`src/rtl/button_hex_counter.sv`:
```
// Debounced Up/Down/Clear pushbuttons driving an 8-bit hex counter with hold-to-repeat.
// The count is presented as two nibbles, one per seven-segment digit encoder.
module button_hex_counter #(
    parameter int DEBOUNCE_CYCLES     = 250000,
    parameter int REPEAT_DELAY_CYCLES = 12500000,
    parameter int REPEAT_RATE_CYCLES  = 2500000
) (
    input  logic       i_Clk,
    input  logic       i_Rst_L,
    input  logic       i_Up_Button,
    input  logic       i_Down_Button,
    input  logic       i_Clear_Button,
    output logic [3:0] o_Upper_Nibble,
    output logic [3:0] o_Lower_Nibble,
    output logic       o_Step
);

    localparam int NUM_BTN   = 3;
    localparam int BTN_UP    = 0;
    localparam int BTN_DOWN  = 1;
    localparam int BTN_CLEAR = 2;

    localparam int DB_W   = $clog2(DEBOUNCE_CYCLES);
    localparam int RC_MAX = (REPEAT_DELAY_CYCLES > REPEAT_RATE_CYCLES) ?
                            REPEAT_DELAY_CYCLES : REPEAT_RATE_CYCLES;
    localparam int RC_W   = $clog2(RC_MAX);

    localparam logic [DB_W-1:0] DB_LAST    = DB_W'(DEBOUNCE_CYCLES - 1);
    localparam logic [RC_W-1:0] DELAY_LAST = RC_W'(REPEAT_DELAY_CYCLES - 1);
    localparam logic [RC_W-1:0] RATE_LAST  = RC_W'(REPEAT_RATE_CYCLES - 1);

    typedef enum logic [1:0] {
        ST_IDLE,
        ST_DELAY,
        ST_REPEAT
    } state_t;

    typedef enum logic [1:0] {
        DIR_NONE,
        DIR_UP,
        DIR_DOWN
    } dir_t;

    logic [NUM_BTN-1:0] raw_buttons;
    logic [NUM_BTN-1:0] stable;

    assign raw_buttons = {i_Clear_Button, i_Down_Button, i_Up_Button};

    // Two-flop synchronizer followed by a consecutive-difference debounce counter per button
    genvar gi;
    generate
        for (gi = 0; gi < NUM_BTN; gi++) begin : g_debounce
            logic            sync1_reg;
            logic            sync2_reg;
            logic            stable_reg;
            logic [DB_W-1:0] cnt_reg;

            always_ff @(posedge i_Clk) begin
                if (!i_Rst_L) begin
                    sync1_reg  <= 1'b0;
                    sync2_reg  <= 1'b0;
                    stable_reg <= 1'b0;
                    cnt_reg    <= '0;
                end else begin
                    sync1_reg <= raw_buttons[gi];
                    sync2_reg <= sync1_reg;
                    if (sync2_reg == stable_reg) begin
                        cnt_reg <= '0;
                    end else if (cnt_reg == DB_LAST) begin
                        stable_reg <= sync2_reg;
                        cnt_reg    <= '0;
                    end else begin
                        cnt_reg <= cnt_reg + 1'b1;
                    end
                end
            end

            assign stable[gi] = stable_reg;
        end
    endgenerate

    dir_t dir_next;
    dir_t dir_reg;

    always_comb begin
        dir_next = DIR_NONE;
        if (stable[BTN_UP] && !stable[BTN_DOWN]) begin
            dir_next = DIR_UP;
        end else if (!stable[BTN_UP] && stable[BTN_DOWN]) begin
            dir_next = DIR_DOWN;
        end
    end

    // Direction is registered so a fresh press lands DEBOUNCE_CYCLES+3 edges after first sample
    always_ff @(posedge i_Clk) begin
        if (!i_Rst_L) begin
            dir_reg <= DIR_NONE;
        end else begin
            dir_reg <= dir_next;
        end
    end

    state_t          state_reg;
    state_t          state_next;
    dir_t            latched_reg;
    dir_t            latched_next;
    logic [RC_W-1:0] rc_reg;
    logic [RC_W-1:0] rc_next;
    logic            step_req;
    logic            step_up;

    always_ff @(posedge i_Clk) begin
        if (!i_Rst_L) begin
            state_reg   <= ST_IDLE;
            latched_reg <= DIR_NONE;
            rc_reg      <= '0;
        end else begin
            state_reg   <= state_next;
            latched_reg <= latched_next;
            rc_reg      <= rc_next;
        end
    end

    always_comb begin
        state_next   = state_reg;
        latched_next = latched_reg;
        rc_next      = rc_reg;
        step_req     = 1'b0;
        step_up      = (latched_reg == DIR_UP);
        case (state_reg)
            ST_IDLE: begin
                step_up = (dir_reg == DIR_UP);
                if (dir_reg != DIR_NONE) begin
                    step_req     = 1'b1;
                    latched_next = dir_reg;
                    rc_next      = '0;
                    state_next   = ST_DELAY;
                end
            end
            ST_DELAY: begin
                if (dir_reg != latched_reg) begin
                    state_next = ST_IDLE;
                end else if (rc_reg == DELAY_LAST) begin
                    step_req   = 1'b1;
                    rc_next    = '0;
                    state_next = ST_REPEAT;
                end else begin
                    rc_next = rc_reg + 1'b1;
                end
            end
            ST_REPEAT: begin
                if (dir_reg != latched_reg) begin
                    state_next = ST_IDLE;
                end else if (rc_reg == RATE_LAST) begin
                    step_req = 1'b1;
                    rc_next  = '0;
                end else begin
                    rc_next = rc_reg + 1'b1;
                end
            end
            default: begin
                state_next = ST_IDLE;
            end
        endcase
    end

    logic       clear_prev_reg;
    logic       clear_rise;
    logic [7:0] count_reg;
    logic       step_reg;

    assign clear_rise = stable[BTN_CLEAR] && !clear_prev_reg;

    // Clear wins over a coincident step; the FSM keeps running so repeats resume from 00
    always_ff @(posedge i_Clk) begin
        if (!i_Rst_L) begin
            clear_prev_reg <= 1'b0;
            count_reg      <= 8'h00;
            step_reg       <= 1'b0;
        end else begin
            clear_prev_reg <= stable[BTN_CLEAR];
            if (clear_rise) begin
                count_reg <= 8'h00;
                step_reg  <= 1'b0;
            end else if (step_req) begin
                count_reg <= step_up ? count_reg + 8'd1 : count_reg - 8'd1;
                step_reg  <= 1'b1;
            end else begin
                step_reg <= 1'b0;
            end
        end
    end

    assign o_Upper_Nibble = count_reg[7:4];
    assign o_Lower_Nibble = count_reg[3:0];
    assign o_Step         = step_reg;

endmodule

```
`config.mk`:
```
export PLATFORM = sky130hd
export DESIGN_NAME = button_hex_counter
export DESIGN_NICKNAME = d
export VERILOG_FILES = /design/src/rtl/button_hex_counter.sv
export SDC_FILE = /design/constraint.sdc
export NUM_CORES = 1
export LEC_CHECK = 0
export BUFFER_PORTS_ARGS = -buffer_cell sky130_fd_sc_hd__buf_2
export CAP_MARGIN = 20
export CORE_UTILIZATION = 65
export DETAILED_ROUTE_END_ITERATION = 6
export PLACE_DENSITY = 0.83
export RECOVER_POWER = 100
export SLEW_MARGIN = 20
export SYNTH_ARGS = -nofsm -noshare
export SYNTH_HDL_FRONTEND = slang
export SYNTH_SLANG_ARGS = --single-unit
```
`constraint.sdc`:
```
create_clock -name i_Clk -period 6.4 [get_ports i_Clk]
set_input_delay 0 -clock i_Clk [delete_from_list [all_inputs] [get_ports i_Clk]]
set_output_delay 0 -clock i_Clk [all_outputs]
set_load 0.005 [all_outputs]
```
## Yosys cells after proc, flatten, opt, wreduce, memory -nomap -nowiden

Cells that the tools add are included.

| word-level totals | value |
|---|---|
| bits of input ports | 5 |
| output and inout port bits | 9 |
| flip-flop bits (word level) | 103 |

| operators by class | value |
|---|---|
| add/sub/neg operators | 6 |
| reduce and logical (&&, ||, !) cells | 20 |
| muxes and demuxes | 22 |
| equality and inequality tests | 18 |
| bitwise operators | 4 |

Operators by type and width:

| cell | count |
|---|---|
| 24-bit two-way mux | 5 |
| 24-bit case mux with 3 select lines | 1 |
| 18-bit by 1-bit adder with 18-bit output, second input constant | 3 |
| 18-bit == test, second input constant | 3 |
| 24-bit by 1-bit adder with 24-bit output, second input constant | 1 |
| 24-bit by 22-bit == test with 1-bit output, second input constant | 1 |
| 24-bit == test, second input constant | 1 |
| 2-bit two-way mux | 5 |
| 3-bit OR reduction | 3 |
| 8-bit by 1-bit adder with 8-bit output, second input constant | 1 |
| 1-bit two-way mux | 8 |
| 8-bit two-way mux | 1 |
| 2-bit != test, second input constant | 4 |
| 2-bit AND reduction | 4 |
| 8-bit by 1-bit subtractor with 8-bit output, second input constant | 1 |
| 2-bit by 1-bit == test with 1-bit output, second input constant | 3 |
| 2-bit case mux with 3 select lines | 1 |
| 1-bit NOT | 4 |
| 4-bit AND reduction | 1 |
| 2-bit OR reduction | 2 |
| 1-bit == test | 3 |
| 1-bit logical AND | 3 |
| 1-bit zero test | 3 |
| 3-bit != test, second input constant | 1 |
| 7 further kinds | 7 |

## Longest topological paths before layout

Gate-level depths: netlist of the first run.

| depth | value |
|---|---|
| word-level depth | 5 |
| gate-level depth with buffers | 12 |
| mapped depth without buffers | 11 |

## Least setup slack after synthesis of the first run

OpenSTA, ideal clock, no wires.

| timing | value |
|---|---|
| kind | reg2reg |
| start point | register state_reg[0] |
| end point | register count_reg[7] |
| required time | 6324 ps |
| buffers on the path | 1 |
| path slack | 3617 ps |
| stages on the path, launching flop included | 12 |
| arrival time | 2706 ps |
| cell sequence | dfxtp_1 > inv_1 > ha_1 > buf_6 > a31oi_1 > ha_1 > a21oi_1 > o211ai_1 > o41ai_1 > xor2_1 > or3_1 > a21oi_1 |

| on the way | value |
|---|---|
| cells in the longest elaborated chain, start to end | 3 |

RTL lines:

| item | line | RTL |
|---|---|---|
| from (decl) | 103 | `state_t state_reg;` |
| from (signal assigned) | 118 | `state_reg <= state_next;` |
| 2-bit zero test | 130 | `case (state_reg)` |
| 1-bit two-way mux | 130 |  |
| 8-bit two-way mux | 186 | `count_reg <= step_up ? count_reg + 8'd1 : count_reg - 8'd1;` |
| to (signal assigned) | 186 |  |
| to (decl) | 169 | `logic [7:0] count_reg;` |

Several ways; a longest one is shown, not always the timed one.
A chain may end at the register's enable or synchronous reset.

## Final worst setup path of the first run

| timing | value |
|---|---|
| start point | register dir_reg[1] |
| end point | register rc_reg[22] |

| on the way | value |
|---|---|
| cells in the longest elaborated chain, start to end | 3 |

RTL lines:

| item | line | RTL |
|---|---|---|
| from (decl) | 83 | `dir_t dir_reg;` |
| from (signal assigned) | 99 | `dir_reg <= dir_next;` |
| 2-bit != test / 2-bit nonzero test (equally long branches) | 141, 152, 133 |  |
| 2-bit != test (no line) | n/a |  |
| 4-bit AND reduction (no line) (*) | n/a |  |
| to (signal assigned) | 120 | `rc_reg <= rc_next;` |
| to (decl) | 107 | `logic [RC_W-1:0] rc_reg;` |

Every way passes the cells marked *; elsewhere a longest branch is shown, timed or not.

==> results of run 1 <==
## power groups by stage
stage          clock network, uW  logic (uW)  registers, uW
2_1_floorplan                  0        29.9            662
3_3_place_gp                   0        34.9            662
3_5_place_dp                   0        36.6            662
4_1_cts                      415        38.0            647
5_1_grt                      439        41.2            648
6_report                     407        37.0            648
## per-layer routing
metal,up-vias,global-route usage [%],wire [um]
li1,1849,-,-
met1,1717,27.5,3880
met2,53,44.2,4120
met3,10,6.35,292
met4,0,8.33,93
met5,-,0,0
## final timing paths
kind / slack (ps) / start / to
hold reg to reg: 440 / g_debounce[0].sync1_reg$_SDFF_PN0_ / g_debounce[0].sync2_reg$_SDFF_PN0_
hold / removal: 70 / i_Rst_L / state_reg[1]$_SDFFE_PN0P_
setup / recovery: 3190 / dir_reg[1]$_SDFF_PP0_ / rc_reg[22]$_SDFFE_PN0P_
setup reg to reg: 3190 / dir_reg[1]$_SDFF_PP0_ / rc_reg[22]$_SDFFE_PN0P_
## stage by stage
step	instance area (um^2)	instances	hold slack (ps)	setup WS [ps]	total power, uW
floorplan	4710	532	127	3620	692
global placement	4840	632	210	3420	697
detailed placement	4840	632	213	3320	699
CTS	5070	650	50.4	3310	1100
global route	5040	650	84.2	3010	1130
finish	5040	650	70.5	3190	1090
## placed cells by master, fill, tap and decap left out, types with 6 or more instances in the layout
cell / instances
a21oi_1: 9
and3_1: 11
and4_1: 7
buf_2: 10
clkbuf_8: 10
dfxtp_1: 103
ha_1: 14
inv_1: 13
mux2i_1: 11
nand2_1: 40
nand3_1: 36
nand4_1: 23
nor2_1: 105
nor3_1: 6
o21ai_0: 8
xnor2_1: 20
xor2_1: 59
## cells by family (layout without fill, tap and decap cells)
family	after synthesis	after routing
AO/OA/AOI/OAI	32	32
adder cells (fa/ha/maj)	15	15
multiplexers	11	11
flip-flops	103	103
AND/OR/NAND/NOR	269	269
buffers and inverters	23	45
XOR/XNOR	79	79
## worst max-delay path, stage by stage (launching register included)
cell and delay, ps:
dfxtp_1 370, xnor2_1 360, a21boi_0 290, nor4b_1 1490
and4_1 370, nand3_1 90, o311ai_0 120
## layout make-up
class / count / area (um^2)
Clock buffer: 11 / 141
Clock inverter: 4 / 53.8
Fill cell: 555 / 1860
Inverter: 13 / 48.8
Multi-Input combinational cell: 406 / 2520
Sequential cell: 103 / 2060
Tap cell: 96 / 120
Timing Repair Buffer: 17 / 95.1
==> run metrics, run 1 <==
total wire length=roughly 8400 um; cells after synthesis=between 500 and 600; top-count cell post-synth=nor2_1; hold_buf cts=3; clk_lat worst skew=370 ps; Worst Path Max Fanout=10; Setup crit start kind=flop; Lkg Pwr=between 0.0015 and 0.002 uW; Int Power=~850 uW; total number of vias=3629; die height=87.1 um; Cell Area, Synth=roughly 0.0047 mm^2; failing checks=capacitance limit, slew limit; syn_nets=552; Placer Congestion=about 0.83; Final period util=roughly half; Gate power share=about 3.4%; synth cell count leaders=105 x nor2_1, 103 x dfxtp_1, 59 x xor2_1; Via density=roughly 5.6; Post-Synth Simple-Gate Area=roughly 28%; Post-CTS Setup Inserts=0; final hold vios=0; IO Pins=14; clk sinks=approximately 100; post-route ant nets=0; number of global-route vias before repair=3519; DP HPWL=~5900 um; post-CTS sizing=0; complex-gate fraction of the synthesized area=approximately 4.3%; initial core utilization=between 60% and 70%; main combinational cell family by area after synthesis=simple AND/OR/NAND/NOR gates; Rows=30; area grow syn2layout=7.21%; Synth area leader=dfxtp_1; wire length of the first global-routing pass=~15000 um; Residual DRC=0; GRT Total Usage=24.4%; synth unique cells=46; worst ir drop on vdd=roughly 0.00018 V; top_reg_cell synth=dfxtp_1; GR Overflow Total=0; first drt pass iteration count=4; Max Transition Viols Final=11; Synth async-reset ratio=0%; clock power share=a little under two fifths; Seq pwr share=about 59%; setup repair after global routing missed its margin=false; antenna diode count=0; worst-margin pin slew=1750 ps; register area share after synthesis=43.8%; die width=between 80 and 90 um; Psw=approximately 240 uW; Reg clk slew, reported paths=roughly 100 ps; Initial DRC Count=around 160; Setup crit end kind=flop; post-synthesis mux area share=under 10%; pwr dens=~220 mW/mm^2; Hold WC Path Type=in -> reg; R2R depth=6; CTS H-tree lvls=3; Critical Path AT=about 3500 ps; outcome=finished, violations left; clk buf depth=2; adder-cell share of the synthesized area=under 10%; Synth Area in XOR/XNOR=14.7%; Synth top area share=~44%; Worst Skew=about 13 ps; Synth area leaders=dfxtp_1 44%, xor2_1 11%, nor2_1 8.4%, ha_1 3.7%, nand3_1 3.7%; CP Class=reg -> reg; share of cells above drive strength 1=roughly 5.1%; CORE AREA=0.00691 mm^2; number of port buffers=13; yosys warns=0; min Tclk post-route=3210 ps; Max Cap Viol=1; die area=0.00758 mm^2; Sw Ratio=between 20 and 25%; setup TNS=0 ps; Max Freq=0.312 GHz; antenna violations before repair=0; CTS root buf=clkbuf_8; number of buffers created by CTS=9; hold path cells=3; syn_area_per_cell=~8.8 um^2; pin count of the biggest net entering global routing=25; max reg flops=54; Worst Path Required=6670 ps; CTS tree=built; Max-Slew Margin vs Limit=-18.4%; # nets final=570; Post-synth EDFFs=0; post-route core utilization=73.0%; Avg WL per Cell=about 13 um; Setup violations, final=0; register bit count reported by yosys=between 100 and 150
(Power assumes the default switching activity.)
==> inputs of run 2 (changes only) <==
CORE_UTILIZATION = 56   (was 65)
PLACE_DENSITY = 0.76   (was 0.83)
clock period = 2.9 ns   (was 6.4 ns; I/O delays follow)
==> run metrics, run 2 (same netlist as run 1, synthesis figures left out) <==
outcome=complete, no violations; clk sinks=~100; Setup violations, final=0; CTS H-tree lvls=3; antenna diode count=0; die height=~94 um; Residual DRC=0; setup TNS=0 ps; # nets final=between 500 and 600; final setup margin=260 ps; Max Transition Viols Final=0; Setup crit end kind=flop; worst-margin pin slew=~1000 ps; Setup crit start kind=flop; post-route cell area=0.00510 mm^2; commonest non-fill, non-tap cells in the layout=105 x nor2_1, 103 x dfxtp_1, 59 x xor2_1, 40 x nand2_1, 36 x nand3_1; final hold vios=0; DP HPWL=between 5000 and 6000 um; number of global-route vias before repair=approximately 3300; worst ir drop on vdd=around 0.00027 V; Hold WC Path Type=in -> reg; area grow syn2layout=8.35%; Reg clk slew, reported paths=~90 ps; Max-Slew Margin vs Limit=a little over 30%; Worst Path Required=3180 ps; wire length of the first global-routing pass=14400 um; die area=about 0.0088 mm^2; CTS tree=built; Rows=33; CTS root buf=clkbuf_8; Critical Path AT=2920 ps; Avg WL per Cell=12.2 um; Max Freq=around 0.38 GHz; first drt pass iteration count=4; GR Overflow Total=0; CP Class=reg -> reg; total number of vias=approximately 3600; Worst Path Max Fanout=6; setup repair after global routing missed its margin=false; pwr dens=between 400 and 500 mW/mm^2; min Tclk post-route=2640 ps; total wire length=8130 um; initial core utilization=57.6%; Setup WS pre-CTS=about 110 ps; CORE AREA=between 0.008 and 0.009 mm^2; R2R Setup Slk=about 260 ps; pin count of the biggest net entering global routing=25; number of buffers created by CTS=9; Initial DRC Count=approximately 120; Max Cap Viol=0; GRT Total Usage=~20%; clk buf depth=2; IO Pins=14; Via density=between 5 and 6; placed inst area=just under 0.005 mm^2; max reg flops=between 50 and 60; die width=around 94 um; Placer Congestion=about 0.81; Lkg Pwr=between 0.0015 and 0.002 uW; number of port buffers=13; Post-CTS Setup Inserts=0; share of cells above drive strength 1=5.89%; clk_lat worst skew=around 360 ps; R2R depth=11; Worst Skew=6.03 ps; antenna violations before repair=0; commonest non-fill, non-tap cell in the layout=nor2_1; Final period util=91.0%; Design Power=around 2400 uW; post-route ant nets=0; hold path cells=3
## run 2: cell types whose count changed in the layout (fill, tap and decap cells not counted), sizes merged
cell      change
clkinv        +2
clkinvlp      -1
inv           -1
clkbuf        +3
buf           +3
## run 2: worst max-delay path: stages (launching register included)
cell	delay [ps]
dfxtp_1	400
inv_1	80
ha_1	240
nor3b_1	250
a31oi_2	130
ha_1	440
nand3_1	100
o211ai_1	250
o41ai_2	100
xor2_1	150
or3_1	310
a21oi_1	130
## run 2: timing repair
item                                    in CTS  in global routing
endpoints found under the setup margin       0                  1
hold buffers                                 3                  0
endpoints found under the hold margin        3                  0
gates resized for setup                      0                  2
## run 2: area by class of cell
class,count,area [um^2]
sequential,103,2060
multi-input combinational,406,2540
clock inverter,4,47.5
timing repair buffer,23,134
tap,105,131
inverter,13,48.8
fill,749,3080
clock buffer,11,131
## run 2: through the flow
step | util (%) | std cells | hold WS, ps
2_1_floorplan | - | 532 | 127
3_3_place_gp | 59.9 | 647 | 207
3_5_place_dp | 59.9 | 647 | 217
4_1_cts | 62.5 | 665 | 58.2
5_1_grt | 62.4 | 665 | 81.1
6_report | 62.4 | 665 | 72.9
## run 2: per-layer routing
| metal | part of all wire, % | global-route usage, % |
|---|---|---|
| met1 | 49 | 24.8 |
| met4 | 0.95 | 5.00 |
| met5 | 0 | 0 |
| met3 | 2.9 | 5.42 |
| met2 | 47 | 35.2 |
## run 2: path summary, 6_finish.rpt
| path | start | end |
|---|---|---|
| min reg2reg | g_debounce[0].sync1_reg$_SDFF_PN0_ | g_debounce[0].sync2_reg$_SDFF_PN0_ |
| max reg2reg | state_reg[0]$_SDFFE_PN0P_ | count_reg[7]$_SDFFE_PP0P_ |
| max | state_reg[0]$_SDFFE_PN0P_ | count_reg[7]$_SDFFE_PP0P_ |
| min | i_Rst_L | dir_reg[0]$_SDFF_PN0_ |
## run 2: where the power goes
| part | internal [uW] | switching [uW] | leakage, uW |
|---|---|---|---|
| Combinational | 33.2 | 54.0 | 0.000911 |
| Clock | 392 | 449 | 0.0000892 |
| Sequential | 1420 | 6.98 | 0.000831 |
==> inputs of run 3 (changes only) <==
PLACE_DENSITY = 0.88   (was 0.76)
==> run metrics, run 3 (same netlist as run 1, synthesis figures left out) <==
Setup WS pre-CTS=between 20 and 30 ps; final setup margin=roughly 150 ps; worst-margin pin slew=about 920 ps; die width=roughly 94 um; Residual DRC=0; Critical Path AT=between 3000 and 4000 ps; Via density=between 5 and 6; Final period util=a little over nine tenths; CP max-delay cell=ha_1; commonest non-fill, non-tap cell in the layout=nor2_1; CTS tree=built; Max Transition Viols Final=0; Max Freq=approximately 0.36 GHz; slowest stage delay, CP=approximately 450 ps; GR Overflow Total=0; Max-Slew Margin vs Limit=a little under two fifths; Reg clk slew, reported paths=100 ps; number of global-route vias before repair=approximately 3600; die height=~94 um; Hold WC Path Type=in -> reg; CTS root buf=clkbuf_8; initial core utilization=between 50 and 60%; Initial DRC Count=122; pin count of the biggest net entering global routing=25; commonest non-fill, non-tap cells in the layout=105 x nor2_1, 103 x dfxtp_1, 59 x xor2_1, 40 x nand2_1, 36 x nand3_1; total number of vias=between 3000 and 4000; CORE AREA=approximately 0.0082 mm^2; GRT Total Usage=between 20% and 30%; Avg WL per Cell=about 13 um; first drt pass iteration count=4; Setup crit end kind=flop; # nets final=approximately 580; number of buffers created by CTS=9; fillcell total=roughly 670; max reg flops=54; post-route core utilization=a little over three fifths; die area=0.00877 mm^2; Worst Path Required=between 3000 and 4000 ps; wire length of the first global-routing pass=15200 um; total wire length=8450 um; Max Cap Viol=0; worst ir drop on vdd=~0.00031 V; post-route ant nets=0; number of port buffers=13; clk sinks=approximately 100; CTS H-tree lvls=3; DP HPWL=about 6000 um; min Tclk post-route=around 2700 ps; IO Pins=14; Worst Path Max Fanout=6; CP Cell Sequence=inv_1 > ha_1 > nor3b_1 > a31oi_2 > ha_1 > nand3_1 > o211ai_1 > o41ai_2 > xor2_1 > or3_1 > a21oi_1; Post-CTS Setup Inserts=0; R2R depth=11; Rows=33; Lkg Pwr=between 0.0015 and 0.002 uW; Design Power=about 2500 uW; antenna diode count=0; area grow syn2layout=9.15%; Setup crit start kind=flop; CP Class=reg -> reg; clk_lat worst skew=370 ps; outcome=complete, no violations; Worst Skew=15.4 ps; Setup violations, final=0; Top cell by count, worst path=ha_1; pwr dens=~480 mW/mm^2; hold path cells=3; setup TNS=0 ps; Placer Congestion=between 0.8 and 0.9; final hold vios=0; antenna violations before repair=0; clk buf depth=2; share of cells above drive strength 1=about 6.4%
==> run 3: changes by cell type in the layout (fill, tap and decap cells not counted) <==
cell        change
clkbuf_1        -2
clkinv_2        -2
inv_8           +2
and2_0          +1
and2_1          -1
buf_2           -1
buf_4           +1
clkbuf_8        +1
clkinv_4        +1
clkinvlp_4      +1
==> run 3: per-layer routing <==
metal | routed length (um) | global-route usage, %
met5 | 0 | 0
met4 | 95 | 6.41
met3 | 231 | 4.85
met2 | 4290 | 39.6
met1 | 3840 | 24.8
==> run 3: layout make-up <==
| type | count | area (um^2) | share of cell area, % |
|---|---|---|---|
| Clock inverter | 6 | 76.3 | 1.49 |
| Inverter | 13 | 48.8 | 0.950 |
| Sequential cell | 103 | 2060 | 40.1 |
| Clock buffer | 10 | 138 | 2.68 |
| Timing Repair Buffer | 23 | 136 | 2.66 |
| Multi-Input combinational cell | 406 | 2540 | 49.5 |
| Tap cell | 105 | 131 | 2.56 |
==> run 3: critical path, delay by kind of cell, from the launching register on <==
family	cells	cell delay (ps)
xor gates and xnor gates	1	150
buffers and inverters	1	80
adders and majority gates	2	730
DFF	1	400
AOI/OAI and AO/OA	4	620
and+or+nand+nor	3	700
==> run 3: power breakdown <==
part,total [uW],switching (uW),internal (uW)
combinational,86.7,54.2,32.6
sequential,1430,6.87,1420
clock,944,508,436
total,2460,569,1890
==> run 3: what timing repair did <==
item	CTS	global route
resized for setup	0	2
setup endpoints to repair	0	1
hold buffers	3	0
hold endpoints to repair	3	0
==> run 3: metrics by stage <==
stage          instance area (um^2)  hold slack (ps)  std cells
2_1_floorplan                  4710              127        532
3_3_place_gp                   4900              211        647
3_5_place_dp                   4900              210        647
4_1_cts                        5140             37.8        666
5_1_grt                        5140             84.1        666
6_report                       5140             53.2        666
==> run 3: final timing paths <==
check | start | to | slack [ps]
setup / recovery | state_reg[0]$_SDFFE_PN0P_ | count_reg[7]$_SDFFE_PP0P_ | 150
hold reg to reg | g_debounce[2].sync1_reg$_SDFF_PN0_ | g_debounce[2].sync2_reg$_SDFF_PN0_ | 430
setup reg to reg | state_reg[0]$_SDFFE_PN0P_ | count_reg[7]$_SDFFE_PP0P_ | 150
hold / removal | i_Rst_L | dir_reg[0]$_SDFF_PN0_ | 50
